<file path="src/rtl/seg7_pkg.sv">
// rtl/seg7_pkg.sv - shared 7-segment patterns, scan-decoder FSM encoding and enable helpers
package seg7_pkg;

    // Active-low segment patterns, a at bit 6 through g at bit 0; shared with the driver.
    localparam logic [6:0] SEG_0 = 7'b0000001;
    localparam logic [6:0] SEG_1 = 7'b1001111;
    localparam logic [6:0] SEG_2 = 7'b0010010;
    localparam logic [6:0] SEG_3 = 7'b0000110;
    localparam logic [6:0] SEG_4 = 7'b1001100;
    localparam logic [6:0] SEG_5 = 7'b0100100;
    localparam logic [6:0] SEG_6 = 7'b0100000;
    localparam logic [6:0] SEG_7 = 7'b0001111;
    localparam logic [6:0] SEG_8 = 7'b0000000;
    localparam logic [6:0] SEG_9 = 7'b0000100;
    localparam logic [6:0] SEG_A = 7'b0001000;
    localparam logic [6:0] SEG_B = 7'b1100000;
    localparam logic [6:0] SEG_C = 7'b0110001;
    localparam logic [6:0] SEG_D = 7'b1000010;
    localparam logic [6:0] SEG_E = 7'b0110000;
    localparam logic [6:0] SEG_F = 7'b0111000;

    localparam logic [15:0][6:0] SEG_TABLE = {
        SEG_F, SEG_E, SEG_D, SEG_C, SEG_B, SEG_A, SEG_9, SEG_8,
        SEG_7, SEG_6, SEG_5, SEG_4, SEG_3, SEG_2, SEG_1, SEG_0
    };

    localparam logic [1:0] ST_IDLE    = 2'd0;
    localparam logic [1:0] ST_SETTLE  = 2'd1;
    localparam logic [1:0] ST_CAPTURE = 2'd2;
    localparam logic [1:0] ST_HOLD    = 2'd3;

    function automatic logic is_one_cold(input logic [3:0] v);
        return (v == 4'b1110) || (v == 4'b1101) || (v == 4'b1011) || (v == 4'b0111);
    endfunction

    function automatic logic [1:0] onecold_to_idx(input logic [3:0] v);
        logic [1:0] idx;
        case (v)
            4'b1101: idx = 2'd1;
            4'b1011: idx = 2'd2;
            4'b0111: idx = 2'd3;
            default: idx = 2'd0;
        endcase
        return idx;
    endfunction

endpackage

</file>
<file path="src/rtl/mux_seg_decoder_4dig_if.sv">
// rtl/mux_seg_decoder_4dig_if.sv - scanned common-anode display bus (segments plus digit enables)
interface mux_seg_decoder_4dig_if;
    logic [6:0] segments;
    logic [3:0] ndig_en;

    modport master (output segments, output ndig_en);
    modport slave  (input  segments, input  ndig_en);
endinterface

</file>
<file path="src/rtl/seg7_to_hex.sv">
// rtl/seg7_to_hex.sv - active-low 7-segment pattern to hex code with invalid-pattern flag
module seg7_to_hex
    import seg7_pkg::*;
(
    input  logic [6:0] pattern,
    output logic [3:0] code,
    output logic       invalid
);

    always_comb begin
        code    = 4'd0;
        invalid = 1'b1;
        for (int i = 0; i < 16; i++) begin
            if (pattern == SEG_TABLE[i]) begin
                code    = 4'(i);
                invalid = 1'b0;
            end
        end
    end

endmodule

</file>
<file path="src/rtl/mux_seg_decoder_4dig.sv">
// rtl/mux_seg_decoder_4dig.sv - recovers four digit codes from a scanned 7-segment display bus
module mux_seg_decoder_4dig
    import seg7_pkg::*;
#(
    parameter int SETTLE_CYCLES = 4,
    parameter int MATCH_COUNT   = 2,
    parameter int TIMEOUT_BITS  = 16
) (
    input  logic                    clk,
    input  logic                    rst,
    mux_seg_decoder_4dig_if.slave   disp,
    output logic [3:0]              bcd0,
    output logic [3:0]              bcd1,
    output logic [3:0]              bcd2,
    output logic [3:0]              bcd3,
    output logic [3:0]              dig_valid,
    output logic [3:0]              seg_err,
    output logic                    frame_done
);

    localparam logic [7:0] SETTLE_LAST = 8'(SETTLE_CYCLES - 1);
    localparam logic [3:0] MATCH_N     = 4'(MATCH_COUNT);

    logic [6:0] seg_r;
    logic [3:0] en_r;
    logic [3:0] en_q;
    logic [1:0] state;
    logic [1:0] state_nx;
    logic [1:0] restart_state;
    logic [7:0] settle_cnt;
    logic [7:0] settle_nx;
    logic [7:0] settle_inc;
    logic       en_sel;
    logic       en_chg;
    logic       do_cap;
    logic [1:0] cap_idx;

    logic [3:0]              cand      [4];
    logic [3:0]              match_cnt [4];
    logic [3:0]              bcd       [4];
    logic [TIMEOUT_BITS-1:0] timer     [4];

    logic [3:0] dec_code;
    logic       dec_invalid;
    logic [3:0] sel_cand;
    logic [3:0] sel_cnt;
    logic [3:0] cnt_nx;

    always_ff @(posedge clk) begin
        if (rst) begin
            seg_r <= 7'h7F;
            en_r  <= 4'hF;
            en_q  <= 4'hF;
        end else begin
            seg_r <= disp.segments;
            en_r  <= disp.ndig_en;
            en_q  <= en_r;
        end
    end

    assign en_sel     = is_one_cold(en_r);
    assign en_chg     = (en_r != en_q);
    assign settle_inc = settle_cnt + 8'd1;
    assign cap_idx    = onecold_to_idx(en_r);

    // A one-cycle settle window means the detection cycle itself is enough.
    always_comb begin
        restart_state = ST_IDLE;
        if (en_sel)
            restart_state = (SETTLE_CYCLES == 1) ? ST_CAPTURE : ST_SETTLE;
    end

    always_comb begin
        state_nx  = state;
        settle_nx = settle_cnt;
        do_cap    = 1'b0;
        case (state)
            ST_IDLE: begin
                if (en_sel) begin
                    state_nx  = restart_state;
                    settle_nx = 8'd0;
                end
            end
            ST_SETTLE: begin
                if (en_chg) begin
                    state_nx  = restart_state;
                    settle_nx = 8'd0;
                end else if (settle_inc == SETTLE_LAST) begin
                    state_nx = ST_CAPTURE;
                end else begin
                    settle_nx = settle_inc;
                end
            end
            ST_CAPTURE: begin
                if (en_chg) begin
                    state_nx  = restart_state;
                    settle_nx = 8'd0;
                end else begin
                    do_cap   = 1'b1;
                    state_nx = ST_HOLD;
                end
            end
            ST_HOLD: begin
                if (en_chg) begin
                    state_nx  = restart_state;
                    settle_nx = 8'd0;
                end
            end
            default: state_nx = ST_IDLE;
        endcase
    end

    always_ff @(posedge clk) begin
        if (rst) begin
            state      <= ST_IDLE;
            settle_cnt <= 8'd0;
        end else begin
            state      <= state_nx;
            settle_cnt <= settle_nx;
        end
    end

    seg7_to_hex u_dec (
        .pattern (seg_r),
        .code    (dec_code),
        .invalid (dec_invalid)
    );

    assign sel_cand = cand[cap_idx];
    assign sel_cnt  = match_cnt[cap_idx];

    always_comb begin
        cnt_nx = 4'd1;
        if (dec_code == sel_cand)
            cnt_nx = (sel_cnt >= MATCH_N) ? MATCH_N : sel_cnt + 4'd1;
    end

    always_ff @(posedge clk) begin
        if (rst) begin
            frame_done <= 1'b0;
            dig_valid  <= 4'h0;
            seg_err    <= 4'h0;
            for (int n = 0; n < 4; n++) begin
                cand[n]      <= 4'd0;
                match_cnt[n] <= 4'd0;
                bcd[n]       <= 4'd0;
                timer[n]     <= '0;
            end
        end else begin
            frame_done <= do_cap && (cap_idx == 2'd3);
            for (int n = 0; n < 4; n++) begin
                if (do_cap && (cap_idx == 2'(n))) begin
                    timer[n] <= '0;
                    if (dec_invalid) begin
                        seg_err[n]   <= 1'b1;
                        match_cnt[n] <= 4'd0;
                    end else begin
                        seg_err[n]   <= 1'b0;
                        cand[n]      <= dec_code;
                        match_cnt[n] <= cnt_nx;
                        if (cnt_nx == MATCH_N) begin
                            bcd[n]       <= dec_code;
                            dig_valid[n] <= 1'b1;
                        end
                    end
                end else if (timer[n] == {TIMEOUT_BITS{1'b1}}) begin
                    // Stale digit: keep the last code but stop vouching for it.
                    dig_valid[n] <= 1'b0;
                end else begin
                    timer[n] <= timer[n] + TIMEOUT_BITS'(1);
                end
            end
        end
    end

    assign bcd0 = bcd[0];
    assign bcd1 = bcd[1];
    assign bcd2 = bcd[2];
    assign bcd3 = bcd[3];

endmodule

</file>
<file path="src/flat_wrapper.sv">
// flat-port wrapper written by rule: the top's interface ports become plain ports
module mux_seg_decoder_4dig_flat import seg7_pkg::*;
#(
    parameter int SETTLE_CYCLES = 4,
    parameter int MATCH_COUNT   = 2,
    parameter int TIMEOUT_BITS  = 16
)
  (clk, rst, bcd0, bcd1, bcd2, bcd3, dig_valid, seg_err, frame_done, disp_segments, disp_ndig_en);
  mux_seg_decoder_4dig_if disp_i ();
  input  logic clk;
  input  logic rst;
  output logic [3:0] bcd0;
  output logic [3:0] bcd1;
  output logic [3:0] bcd2;
  output logic [3:0] bcd3;
  output logic [3:0] dig_valid;
  output logic [3:0] seg_err;
  output logic frame_done;
  input wire logic [$bits(disp_i.segments)-1:0] disp_segments;
  input wire logic [$bits(disp_i.ndig_en)-1:0] disp_ndig_en;
  assign disp_i.segments = disp_segments;
  assign disp_i.ndig_en = disp_ndig_en;
  mux_seg_decoder_4dig #(.SETTLE_CYCLES(SETTLE_CYCLES), .MATCH_COUNT(MATCH_COUNT), .TIMEOUT_BITS(TIMEOUT_BITS)) u_core (.clk(clk), .rst(rst), .disp(disp_i), .bcd0(bcd0), .bcd1(bcd1), .bcd2(bcd2), .bcd3(bcd3), .dig_valid(dig_valid), .seg_err(seg_err), .frame_done(frame_done));
endmodule
</file>
<file path="config.mk">
export PLATFORM = sky130hd
export DESIGN_NAME = mux_seg_decoder_4dig_flat
export DESIGN_NICKNAME = d
export VERILOG_FILES = /design/src/rtl/seg7_pkg.sv /design/src/rtl/mux_seg_decoder_4dig_if.sv /design/src/rtl/seg7_to_hex.sv /design/src/rtl/mux_seg_decoder_4dig.sv /design/src/flat_wrapper.sv
export SDC_FILE = /design/constraint.sdc
export NUM_CORES = 1
export LEC_CHECK = 0
export ABC_AREA = 1
export BUFFER_PORTS_ARGS = -buffer_cell sky130_fd_sc_hd__buf_2
export CELL_PAD_IN_SITES_DETAIL_PLACEMENT = 1
export CELL_PAD_IN_SITES_GLOBAL_PLACEMENT = 1
export CORE_ASPECT_RATIO = 1.5
export CORE_MARGIN = 2
export CORE_UTILIZATION = 51
export CTS_CLUSTER_DIAMETER = 60
export CTS_CLUSTER_SIZE = 8
export DETAILED_ROUTE_END_ITERATION = 12
export GPL_ROUTABILITY_DRIVEN = 0
export PLACE_DENSITY = 0.88
export SYNTH_ARGS = -nofsm -noshare
export SYNTH_HDL_FRONTEND = slang
export SYNTH_SLANG_ARGS = --single-unit
</file>
<file path="constraint.sdc">
create_clock -name clk -period 6.15 [get_ports clk]
set_input_delay 1.23 -clock clk [delete_from_list [all_inputs] [get_ports clk]]
set_output_delay 1.23 -clock clk [all_outputs]
set_load 0.02 [all_outputs]
</file>
==> results by group <==
Run status
  – Result of the run: complete, no violations

Yosys
  – Number of warning messages in the yosys log: 0
  – Seq cells post-synth: 146
  – Seq/Total Area, Yosys: 53.9%
  – Post-Synthesis Cell Area: 7500 um^2
  – Number of instances in the synthesized netlist: 836
  – Netlist cell types: 47
  – Synthesized area per cell: around 9.0 um^2

Detailed routing
  – Via-per-instance ratio: 5.46
  – Count of unresolved DRC violations after routing: 0
  – Detailed Route Iter0 Violations: 341
  – Via count: 5977
  – 1st-pass router iterations: 5
  – Wirelength, routed: approximately 21 mm
  – Antenna-violating nets left: 0
  – Detail-routed net length per standard cell: approximately 19 um

Timing
  – Number of hold-slack violations in the final timing report: 0
  – Endpoints failing setup: 0
  – Final hold slack: between 0.4 and 0.5 ns
  – Slew @ Worst Pin: 0.790 ns
  – Max-slew violation count: 0
  – Max Clk Rate: 0.309 GHz
  – Minimum period implied by the final worst setup slack: 3.24 ns
  – Setup WS post-layout: 2.91 ns
  – Relative max-transition margin: 47.3%
  – Fraction of the cycle the final worst path needs: 52.7%
  – Total Neg Setup Slack: 0 ns
  – Post-route clock skew: ~0.0099 ns
  – RSZ-0062 raised after global routing: false

Placement
  – Port Buf Inserts: 37
  – Total placed cells including tap cells: 1064
  – Detailed-placement wirelength estimate: about 14 mm
  – Setup WS pre-CTS: 2.85 ns
  – Post-Place Cell Area: about 7900 um^2

Clock tree
  – CTS buffer count: 17
  – Clk_lat worst skew: 0.43 ns
  – Clock transition at path regs: 0.06 ns
  – Sink count of the clock tree: 146
  – CTS root buf: sky130_fd_sc_hd__clkbuf_16
  – TritonCTS clock tree: built
  – Setup fix buffers added after clock tree synthesis: 0
  – Quantity of hold-fixing buffers added after cts: 0
  – CTS-repair resized insts: 0
  – Number of buffers on the longest clock path: 2
  – Number of H-tree levels: 4

Floorplan
  – Rows: 54
  – Core Footprint: 14500 um^2
  – Die height: 153 um
  – Initial core utilization: 51.9%
  – I/O pin count: 38
  – Horizontal die dimension: 103 um
  – Area of the die: 15700 um^2

Global route
  – Number of global-route vias before repair: 6731
  – Wire length of the first global-routing pass: 34.1 mm
  – Remaining global-route overflow: 0
  – Antenna violations before repair: 0
  – Largest net degree at the start of global routing: 30
  – GR Util All Layers: 28.2%

Layout
  – Post-layout nets: 912
  – Final design area excluding fillers: 8450 um^2
  – Proportion of layout cells with a drive suffix above 1: 15.5%
  – Number of standard cells in the layout, taps in and fillers out: 1095
  – Diodes inserted: 0
  – Final core utilization: 58.4%
  – Area added between synthesis and finish: 12.6%

Hold path
  – Path class of the lowest-slack min-delay path: reg2reg

Critical path
  – Worst Setup Start Kind: flop
  – Worst R2R Setup Slack: 2.91 ns
  – Critical path class: reg2reg
  – Required time worst endpoint: around 6.3 ns
  – Maximum fanout along the worst path: 6
  – Arrival time of data at the critical path endpoint: approximately 3.4 ns
  – Element type at the critical path end: flop

Power
  – Overall power after layout: 2.30 mW
  – Worst VDD drop: 0.000214 V
  – Leakage: 3.48 nW
  – Power density over cell area: roughly 270 nW/um^2

Job
  – Max-cap violations: 0
## path summary, 6_finish.rpt
| kind | from | depth (start not counted) | to |
|---|---|---|---|
| min | u_core.dig_valid[0] | 2 | u_core.dig_valid[0] |
| max | u_core.en_r[1] | 16 | u_core.bcd[1][3] |
| min reg2reg | u_core.dig_valid[0] | 2 | u_core.dig_valid[0] |
| max reg2reg | u_core.en_r[1] | 16 | u_core.bcd[1][3] |
## flip-flops by register name, indices dropped and copies added, names as in the netlist, 2 cells and up
signal             flops
u_core.seg_err         4
u_core.timer          64
u_core.en_r            4
u_core.cand           16
u_core.seg_r           7
u_core.dig_valid       4
u_core.en_q            4
u_core.match_cnt      16
u_core.settle_cnt      8
u_core.state           2
u_core.bcd            16
## metal layers
metal	GRT usage, %	part of all wire, %	wire length [um]	vias to the layer above
met5	0	0	0	-
met4	12.2	3.6	747	0
met3	6.06	3.8	779	55
met2	51.7	55	11500	132
met1	30.3	37	7680	2960
li1	-	-	-	2830
## cell usage after synthesis (all sizes together)
| master | instances | share of area (%) |
|---|---|---|
| a21oi | 33 | 2.3 |
| a22o | 1 | 0.12 |
| a31oi | 1 | 0.083 |
| and2 | 2 | 0.18 |
| buf | 4 | 0.33 |
| clkbuf | 4 | 0.20 |
| clkinv | 2 | 0.10 |
| conb | 1 | 0.050 |
| dfxtp | 34 | 9.1 |
| edfxtp | 112 | 45 |
| ha | 12 | 2.0 |
| inv | 117 | 5.9 |
| nand2 | 166 | 8.9 |
| nand3 | 41 | 3.5 |
| nand3b | 2 | 0.20 |
| nand4 | 15 | 1.9 |
| nor2 | 170 | 9.7 |
| nor3 | 31 | 2.1 |
| nor3b | 14 | 1.4 |
| nor4 | 5 | 0.50 |
| o211ai | 5 | 0.50 |
| o21a | 1 | 0.10 |
| o21ai | 15 | 1.0 |
| o21bai | 1 | 0.10 |
| o31ai | 1 | 0.10 |
| or2 | 18 | 1.5 |
| or3 | 1 | 0.083 |
| xnor2 | 8 | 0.93 |
| xor2 | 19 | 2.2 |
## placed cells by master, fill, tap and decap left out, types with 19 or more instances in the layout
cell type                  Yosys  routed
sky130_fd_sc_hd__dfxtp_1      34      34
sky130_fd_sc_hd__buf_2         2      37
sky130_fd_sc_hd__nor2_1      152     152
sky130_fd_sc_hd__nand3_1      36      36
sky130_fd_sc_hd__inv_1       102     102
sky130_fd_sc_hd__xor2_1       19      19
sky130_fd_sc_hd__edfxtp_1    112     112
sky130_fd_sc_hd__nand2_1     155     155
sky130_fd_sc_hd__nor3_1       30      30
sky130_fd_sc_hd__a21oi_1      32      32
## kinds of logic after synthesis
| kind of cell | count (synthesis) | synth area share [%] |
|---|---|---|
| other | 1 | 0.0500 |
| flip-flops | 146 | 53.9 |
| AND/OR/NAND/NOR | 465 | 30.1 |
| buffers and inverters | 127 | 6.56 |
| adder cells (fa/ha/maj) | 12 | 2.00 |
| AO/OA/AOI/OAI | 58 | 4.25 |
| XOR/XNOR | 27 | 3.15 |
## worst max-delay path, stage by stage (launching register included)
cell                      delay (ns)
sky130_fd_sc_hd__dfxtp_1        0.45
sky130_fd_sc_hd__nand2_1        0.12
sky130_fd_sc_hd__inv_2          0.15
sky130_fd_sc_hd__nand2_4        0.11
sky130_fd_sc_hd__nand3_4        0.15
sky130_fd_sc_hd__nor2_1         0.06
sky130_fd_sc_hd__nor3_1         0.23
sky130_fd_sc_hd__inv_1          0.15
sky130_fd_sc_hd__ha_1           0.22
sky130_fd_sc_hd__inv_1          0.05
sky130_fd_sc_hd__nand4_1        0.11
sky130_fd_sc_hd__nor3_2         0.24
sky130_fd_sc_hd__nand2_1        0.13
sky130_fd_sc_hd__nand3_4        0.17
sky130_fd_sc_hd__nor2_8         0.08
sky130_fd_sc_hd__a21oi_2        0.36
sky130_fd_sc_hd__nor2_1         0.19
## cell type report
type                       count  area (um^2)
clock inverter                13          114
timing repair buffer          37          185
fill                        1727         6010
multi-input combinational    566         2980
tap                          196          245
clock buffer                  18          429
inverter                     119          452
sequential                   146         4040
## power by group
group / total [mW] / internal (mW) / switching [mW] / leakage, nW
clock network: 0.980 / 0.553 / 0.427 / 0.258
registers: 1.11 / 1.09 / 0.0234 / 1.53
logic: 0.211 / 0.0588 / 0.152 / 1.68
No activity file was read; power rests on OpenSTA's default activity.
